`config.mk`:
```
export PLATFORM = sky130hd
export DESIGN_NAME = value_display
export DESIGN_NICKNAME = d
export VERILOG_FILES = /design/src/rtl/value_display_pkg.sv /design/src/rtl/value_display_seg_glyph_rom.sv /design/src/rtl/value_display.sv
export SDC_FILE = /design/constraint.sdc
export NUM_CORES = 1
export LEC_CHECK = 0
export BUFFER_PORTS_ARGS = -buffer_cell sky130_fd_sc_hd__buf_2
export CAP_MARGIN = 20
export CORE_UTILIZATION = 59
export DETAILED_ROUTE_END_ITERATION = 8
export MAX_ROUTING_LAYER = met4
export PLACE_DENSITY = 0.81
export SLEW_MARGIN = 10
export SYNTH_ARGS = -nofsm -noshare
export SYNTH_HDL_FRONTEND = slang
export SYNTH_HIERARCHICAL = 1
export SYNTH_SLANG_ARGS = --single-unit
```
`constraint.sdc`:
```
create_clock -name clk -period 2.2 [get_ports clk]
set_input_delay 0.44 -clock clk [delete_from_list [all_inputs] [get_ports clk]]
set_output_delay 0.44 -clock clk [all_outputs]
set_load 0.01 [all_outputs]
```
`src/rtl/value_display_pkg.sv`:
```
// value_display_pkg: display codes, glyph constants and FSM state encodings shared by value_display.
package value_display_pkg;
  localparam logic [3:0] CODE_CORRECT = 4'd10;
  localparam logic [3:0] CODE_WRONG = 4'd11;
  localparam logic [6:0] GLYPH_0 = 7'h3F;
  localparam logic [6:0] GLYPH_1 = 7'h06;
  localparam logic [6:0] GLYPH_2 = 7'h5B;
  localparam logic [6:0] GLYPH_3 = 7'h4F;
  localparam logic [6:0] GLYPH_4 = 7'h66;
  localparam logic [6:0] GLYPH_5 = 7'h6D;
  localparam logic [6:0] GLYPH_6 = 7'h7D;
  localparam logic [6:0] GLYPH_7 = 7'h07;
  localparam logic [6:0] GLYPH_8 = 7'h7F;
  localparam logic [6:0] GLYPH_9 = 7'h6F;
  localparam logic [6:0] GLYPH_U = 7'h3E;
  localparam logic [6:0] GLYPH_E = 7'h79;
  localparam logic [6:0] GLYPH_BLANK = 7'h00;
  localparam logic [1:0] ST_SHOW = 2'd0;
  localparam logic [1:0] ST_RES_ON = 2'd1;
  localparam logic [1:0] ST_RES_OFF = 2'd2;
  function automatic logic is_result(input logic [3:0] code);
    return code == CODE_CORRECT || code == CODE_WRONG;
  endfunction
endpackage

```
`src/rtl/value_display_seg_glyph_rom.sv`:
```
// seg_glyph_rom: active-high 7-segment glyph {g,f,e,d,c,b,a} for a 4-bit display code.
module seg_glyph_rom
  import value_display_pkg::*;
(
  input  logic [3:0] code,
  output logic [6:0] glyph
);
  always_comb begin
    case (code)
      4'd0: glyph = GLYPH_0;
      4'd1: glyph = GLYPH_1;
      4'd2: glyph = GLYPH_2;
      4'd3: glyph = GLYPH_3;
      4'd4: glyph = GLYPH_4;
      4'd5: glyph = GLYPH_5;
      4'd6: glyph = GLYPH_6;
      4'd7: glyph = GLYPH_7;
      4'd8: glyph = GLYPH_8;
      4'd9: glyph = GLYPH_9;
      CODE_CORRECT: glyph = GLYPH_U;
      CODE_WRONG: glyph = GLYPH_E;
      default: glyph = GLYPH_BLANK;
    endcase
  end
endmodule

```
`src/rtl/value_display.sv`:
```
// value_display: digit/result display with blinking results; VALUE_DISPLAY_STREAK_EN adds the
// correct-answer streak counter and dp indicator.
module value_display
  import value_display_pkg::*;
#(
  parameter int BLINK_CYCLES = 2_500_000,
  parameter bit COMMON_ANODE = 1'b0,
  parameter int STREAK_THRESH = 3
) (
  input  logic       clk,
  input  logic       reset,
  input  logic [3:0] value,
  output logic [6:0] seg,
  output logic       dp,
  output logic [3:0] streak
);
  logic [3:0] value_q;
  logic [1:0] state_q, state_d;
  logic [23:0] cnt_q, cnt_d;
  logic [6:0] seg_q, seg_d, glyph;
  logic entry, wrap;
  seg_glyph_rom u_rom (.code(value), .glyph(glyph));
  assign entry = value != value_q;
  assign wrap = cnt_q == 24'(BLINK_CYCLES - 1);
  always_comb begin
    state_d = entry ? (is_result(value) ? ST_RES_ON : ST_SHOW)
            : state_q == ST_SHOW ? ST_SHOW
            : wrap ? (state_q == ST_RES_ON ? ST_RES_OFF : ST_RES_ON)
            : state_q;
    cnt_d = (entry || state_q == ST_SHOW || wrap) ? 24'd0 : cnt_q + 24'd1;
    seg_d = (state_d == ST_RES_OFF ? GLYPH_BLANK : glyph) ^ {7{COMMON_ANODE}};
  end
  always_ff @(posedge clk or posedge reset) begin
    if (reset) begin
      value_q <= 4'hF;
      state_q <= ST_SHOW;
      cnt_q <= '0;
      seg_q <= {7{COMMON_ANODE}};
    end else begin
      value_q <= value;
      state_q <= state_d;
      cnt_q <= cnt_d;
      seg_q <= seg_d;
    end
  end
  assign seg = seg_q;
`ifdef VALUE_DISPLAY_STREAK_EN
  logic [3:0] streak_q, streak_d;
  logic dp_q, dp_d;
  always_comb begin
    streak_d = !entry ? streak_q
             : value == CODE_CORRECT ? (streak_q == 4'd9 ? 4'd9 : streak_q + 4'd1)
             : value == CODE_WRONG ? 4'd0
             : streak_q;
    dp_d = (int'({28'd0, streak_d}) >= STREAK_THRESH) ^ COMMON_ANODE;
  end
  always_ff @(posedge clk or posedge reset) begin
    if (reset) begin
      streak_q <= '0;
      dp_q <= COMMON_ANODE;
    end else begin
      streak_q <= streak_d;
      dp_q <= dp_d;
    end
  end
  assign streak = streak_q;
  assign dp = dp_q;
`else
  assign streak = '0;
  assign dp = COMMON_ANODE;
`endif
endmodule

```
==> impl_metrics.toml, run 1 <==
[cells_and_area]
regArea_sq_um = 931
multi_input_area_sq_mm = 0.00108
syn2layout_area_growth_pct = 8.29
drive_above_1_share = 0.148
diodes = 0
nets = 241
fin_cells = 275
fill_cells = 258

[clock_tree]
root_buffer = "clkbuf_4"
tritoncts = "built"
post_cts_buffers = 0
htree_levels = 2
ctsResizeCount = 0
cts_buffer_depth = 2
cts-buffers-inserted = 5
hold_buffers = 0
clock-sinks = 37
clk_pin_slew_ns = 0.12
insertion_delay_ns = 0.37

[synthesis]
synth_flop_cell = "dfrtp_1"
synth_warnings = 6
ys_types = 41
seq_area_frac_synth = 0.441
synth_edf_count = 0
avgSynthCellArea_sq_um = 9.92
synth_seq_cells = 37
syn_inst = 213
synthesis.area_sq_mm = 0.00211
synthArstFlopShare = 1.00

[drt]
post_drt_wl_per_cell_microns = 16.2
vias_per_cell = 6.24
drt_iter0_drc = 180
routed_wl_microns = 4450
drc = 0
num_vias = 1717
ant_nets = 0
drtPass1Iterations = 4

[floorplanning]
die_w_microns = 61.8
core_sq_mm = 0.00339
die_h_microns = 61.8
dieArea_sq_mm = 0.00382
io_pins = 18
start_util = 0.623
rows = 21

[global_route]
grtUsageTotal = 0.279
first_global_vias = 1574
grt-ovfl-total = 0
grt_pass1_wl_microns = 7400
grt_max_degree = 38
antenna_found_initial = 0

[outcome]
outcome = "finished, final reports clean"

[worst_setup_path]
crit_arrival_ns = 2.23
cp.required_ns = 2.46
crit_type = "reg -> reg"
worstSetupEndpoint = "cnt_q[19]"
r2r_setup_slack_ns = 0.23
path_max_fanout = 13
rr_endpoint = "cnt_q[19]"
end_kind = "flop"
reg2reg_depth = 6
cp-start-kind = "flop"
r2r_start = "cnt_q[0]"
startpoint = "cnt_q[0]"

[min_path]
worstHoldPathType = "in -> async"

[power_and_ir_drop]
clock_power_share = 0.371
intPower_uw = 981
seq_power_share = 0.546
comb_power_share = 0.083
net-switching-power_uw = 314
ir_drop_mv = 0.374
switching_share = 0.242
pwr_density_cell_mw_per_mm2 = 566
power_leakage_uw = 0.000923

[flow_run]
cap_violations = 0

[timing]
slew_violations = 0
period_minus_slack_ns = 1.97
holdWs_ns = 0.141
finalHoldViolations = 0
max_freq_mhz = 507
rsz0062_at_grt = "no"
min_period_over_period = 0.896
fin_worst_skew_ns = 0.0110
setup_viol = 0
setup_tns_ns = 0

[place]
placed_cells = 267
port_buffers = 12
place.gp.congestion = 0.913
dpl.hpwl_microns = 3110
worst min path at each step:
| stage | start | end | slack (ns) |
|---|---|---|---|
| finish | reset | cnt_q[4] | 0.14 |
| global route | reset | cnt_q[1] | 0.20 |
| CTS | reset | cnt_q[2] | 0.16 |
| detailed placement | cnt_q[0] | cnt_q[0] | 0.50 |
| global placement | cnt_q[0] | cnt_q[0] | 0.47 |
| floorplan | value[0] | value_q[0] | 0.44 |
power groups by stage:
| stage | Clock [uW] | Sequential, uW | Combinational (uW) |
|---|---|---|---|
| after detailed placement | 0 | 720 | 106 |
| after global placement | 0 | 718 | 100 |
| final | 481 | 707 | 107 |
| after floorplan | 0 | 724 | 69.1 |
| after global routing | 513 | 708 | 121 |
| after CTS | 486 | 707 | 107 |
metal layers:
layer  share of wire  GRT usage
met1            0.44      0.355
met2            0.51      0.424
met3           0.042     0.0642
met4           0.016      0.127
met5               0          -
logic make-up (layout without fill, tap and decap cells):
family,count (synthesis),in the layout,share of synthesized area
AND/OR/NAND/NOR,90,90,0.274
AO/OA/AOI/OAI,40,40,0.122
flip-flops,37,37,0.441
buffers and inverters,22,34,0.0533
XOR/XNOR,15,15,0.0622
adder cells (fa/ha/maj),7,7,0.0415
other,1,5,0.00178
multiplexers,1,1,0.00474
metrics by stage:
| step | setup WS, ns | cell area [sq um] | power (uW) | utilization |
|---|---|---|---|---|
| floorplan | 0.523 | 2130 | 793 | - |
| global placement | 0.366 | 2210 | 818 | 0.651 |
| detailed placement | 0.278 | 2210 | 826 | 0.651 |
| CTS | 0.241 | 2290 | 1300 | 0.675 |
| global route | 0.0264 | 2290 | 1340 | 0.675 |
| finish | 0.229 | 2290 | 1290 | 0.675 |
state kept, by name, summed over array words and instances, names as in the netlist:
signal and count:
value_q 4, seg 7, state_q 2, cnt_q 24
worst max-delay path, cell delays in order, from the launching register on:
cell	delay (ns)
dfrtp_1	0.42
ha_1	0.25
and4_1	0.29
and3_1	0.27
and2_1	0.18
buf_4	0.18
a211oi_1	0.27
Yosys cell counts (2+ instances only):
cell type,count,area (sq um)
dfrtp_1,33,826
nor3_1,13,65.1
a211oi_1,11,82.6
nand3_1,11,55.1
o21ai_0,11,55.1
nand4_1,9,56.3
xor2_1,9,78.8
nand2_1,8,30.0
nor3b_1,8,60.1
or3_1,8,50.1
and4_1,7,61.3
ha_1,7,87.6
inv_1,7,26.3
buf_2,6,30.0
buf_4,6,45.0
xnor2_1,6,52.6
a21oi_1,5,25.0
nor2_1,5,18.8
nor4b_1,5,43.8
and2_1,4,25.0
dfstp_2,4,105
and3_1,3,18.8
o22ai_1,3,18.8
o31ai_1,3,22.5
or4_1,3,22.5
a31oi_1,2,12.5
clkbuf_1,2,7.51
final cells by class:
cell class,count,share of cell area
clock buffers,6,0.0181
clock inverters,2,0.0170
inverters,8,0.0131
multi-input cells,158,0.474
flip-flops and latches,37,0.407
well taps,46,0.0252
repair buffers,18,0.0460
placed cells by master (no fill, tap or decap), types with 9 or more instances in the layout:
cell | Yosys | layout
nand4_1 | 9 | 9
dfrtp_1 | 33 | 33
o21ai_0 | 11 | 11
nor3_1 | 13 | 13
xor2_1 | 9 | 9
buf_2 | 6 | 12
nand3_1 | 11 | 11
a211oi_1 | 11 | 11
No activity file was read; power rests on OpenSTA's default activity.
==> run 2: changes to the inputs <==
- CORE_UTILIZATION: 59 -> 45
- PLACE_DENSITY: 0.81 -> 0.65
- RECOVER_POWER: not set -> 100
- SYNTH_HIERARCHICAL: 1 -> not set
==> run 2 against run 1 <==
Sequential share of layout area grew 3.1 points. Routed wire length shrank 12%. Power shrank 1.5%. Clock power is essentially flat. Critical path type unchanged. Critical endpoint is now cnt_q[22].
==> impl_metrics.toml, run 2 <==
[timing]
setup_tns_ns = 0
worstMarginPinSlew_ns = 0.925
max_freq_mhz = 501
fin_worst_skew_ns = 0.00298
setup_viol = 0
slew_headroom = 0.383
rsz0062_at_grt = "no"
slew_violations = 0
finalHoldViolations = 0
min_period_over_period = 0.908
period_minus_slack_ns = 2.00

[outcome]
outcome = "finished, final reports clean"

[floorplanning]
io_pins = 18
rows = 23
die_w_microns = 67.8
die_h_microns = 67.8
dieArea_sq_mm = 0.00460
start_util = 0.477
core_sq_mm = 0.00409

[synthesis]
yosys.area.top_type = "dfrtp_1"
synth_warnings = 0
avgSynthCellArea_sq_um = 9.66
synth_seq_cells = 37
synth_common_cells = "33 x dfrtp_1, 21 x nor2_1, 14 x a21oi_1"
ys_types = 35
synth_flop_cell = "dfrtp_1"
seq_area_frac_synth = 0.477
synthesis.area_sq_mm = 0.00195
syn_inst = 202
synth.top_cell.area_share = 0.423
synthArstFlopShare = 1.00
yosysMostFrequentCell = "dfrtp_1"
synth_area_leaders = "dfrtp_1 42%, dfstp_2 5.4%, nor2_1 4.0%, ha_1 3.8%, a21oi_1 3.6%"
synth_edf_count = 0

[power_and_ir_drop]
pwr_density_cell_mw_per_mm2 = 601
finalPower_uw = 1280
power_leakage_uw = 0.000808
ir_drop_mv = 0.349

[worst_setup_path]
cp.required_ns = 2.41
rr_endpoint = "cnt_q[22]"
crit_buf_inv = 0
path_max_fanout = 8
reg2reg_depth = 5
path_delay_family = "simple AND/OR/NAND/NOR gates"
crit_arrival_ns = 2.21
cp_slowest_cell = "or4_1"
end_kind = "flop"
path_cells = "ha_1 > and4_1 > nand3_1 > or4_1 > a21oi_1"
r2r_setup_slack_ns = 0.20
cp-start-kind = "flop"
crit_type = "reg -> reg"
r2r_start = "cnt_q[0]"
slowest_delay_ns = 0.53
path_depth = 5

[drt]
vias_per_cell = 5.91
post_drt_wl_per_cell_microns = 14.7
ant_nets = 0
routed_wl_microns = 3910
num_vias = 1571
drt_iter0_drc = 65
drtPass1Iterations = 4
drc = 0

[cells_and_area]
final_common_cell = "dfrtp_1"
drive_above_1_share = 0.0787
nets = 227
top_register = "cnt_q"
diodes = 0
syn2layout_area_growth_pct = 8.85
layout_common_cells = "33 x dfrtp_1, 21 x nor2_1, 14 x a21oi_1, 13 x clkbuf_1, 10 x nand2_1"
finalInstanceArea_sq_mm = 0.00212
largest_register_ff_count = 24

[clock_tree]
clk_pin_slew_ns = 0.07
cts_buffer_depth = 2
clock-sinks = 37
hold_buffers = 0
tritoncts = "built"
root_buffer = "clkbuf_8"
ctsResizeCount = 0
htree_levels = 2
cts-buffers-inserted = 5
insertion_delay_ns = 0.28
post_cts_buffers = 0

[place]
port_buffers = 12
place.gp.congestion = 0.801
place_area_sq_mm = 0.00205
dpl.hpwl_microns = 2710

[min_path]
hold_end = "value_q[0]"
hold_depth = 1
worst_hold_startpoint = "value[0]"
worstHoldPathType = "in -> reg"

[global_route]
grt_pass1_wl_microns = 6600
grt_max_degree = 38
antenna_found_initial = 0
first_global_vias = 1456
grt-ovfl-total = 0
grtUsageTotal = 0.201

[flow_run]
cap_violations = 0
==> run 2: cell types whose count changed in the layout (fill, tap and decap cells not counted), sizes merged, moves of 8 or more <==
cell	before	now
clkbuf	6	20
nor2	5	21
a21oi	5	14
nor3b	8	0
buf	18	3
a211oi	11	2
==> run 2: final cells by class <==
class	instances	area [sq um]
clock buffer	8	90.1
fill	382	1960
inverter	8	30.0
multi-input combinational	148	931
sequential	37	931
tap	50	62.6
timing repair buffer	15	78.8
==> run 2: through the flow <==
step	hold slack, ns	std cells	setup slack [ns]	util
finish	0.344	266	0.203	0.520
global route	0.344	266	0.0600	0.520
CTS	0.281	266	0.205	0.524
detailed placement	0.479	258	0.225	0.502
global placement	0.465	258	0.293	0.502
floorplan	0.444	206	0.448	-
==> run 2: kinds of logic after synthesis <==
logic type / Yosys count / share of synthesized area
AO/OA/AOI/OAI: 37 / 0.115
flip-flops: 37 / 0.477
other: 1 / 0.00192
buffers and inverters: 21 / 0.0532
AND/OR/NAND/NOR: 84 / 0.242
XOR/XNOR: 16 / 0.0718
adder cells (fa/ha/maj): 6 / 0.0385
==> run 2: where the power goes <==
| part | leakage (uW) | switching (uW) | internal (uW) |
|---|---|---|---|
| combinational | 0.000277 | 62.8 | 28.0 |
| clock | 0.0000455 | 224 | 255 |
| sequential | 0.000485 | 6.21 | 699 |
==> run 2: routing by layer <==
metal | up-vias | global-route usage | wire length [microns]
met5 | - | - | 0
met4 | 0 | 0.0911 | 76
met3 | 9 | 0.0367 | 123
met2 | 42 | 0.321 | 1880
met1 | 775 | 0.249 | 1820
li1 | 745 | - | -
==> run 2: how the worst max path moves through the flow <==
stage	startpoint	to	slack [ns]
floorplan	cnt_q[0]	cnt_q[10]	0.45
global route	cnt_q[0]	cnt_q[20]	0.06
finish	cnt_q[0]	cnt_q[22]	0.20
CTS	cnt_q[0]	cnt_q[22]	0.20
detailed placement	cnt_q[0]	cnt_q[22]	0.23
global placement	cnt_q[5]	cnt_q[23]	0.29
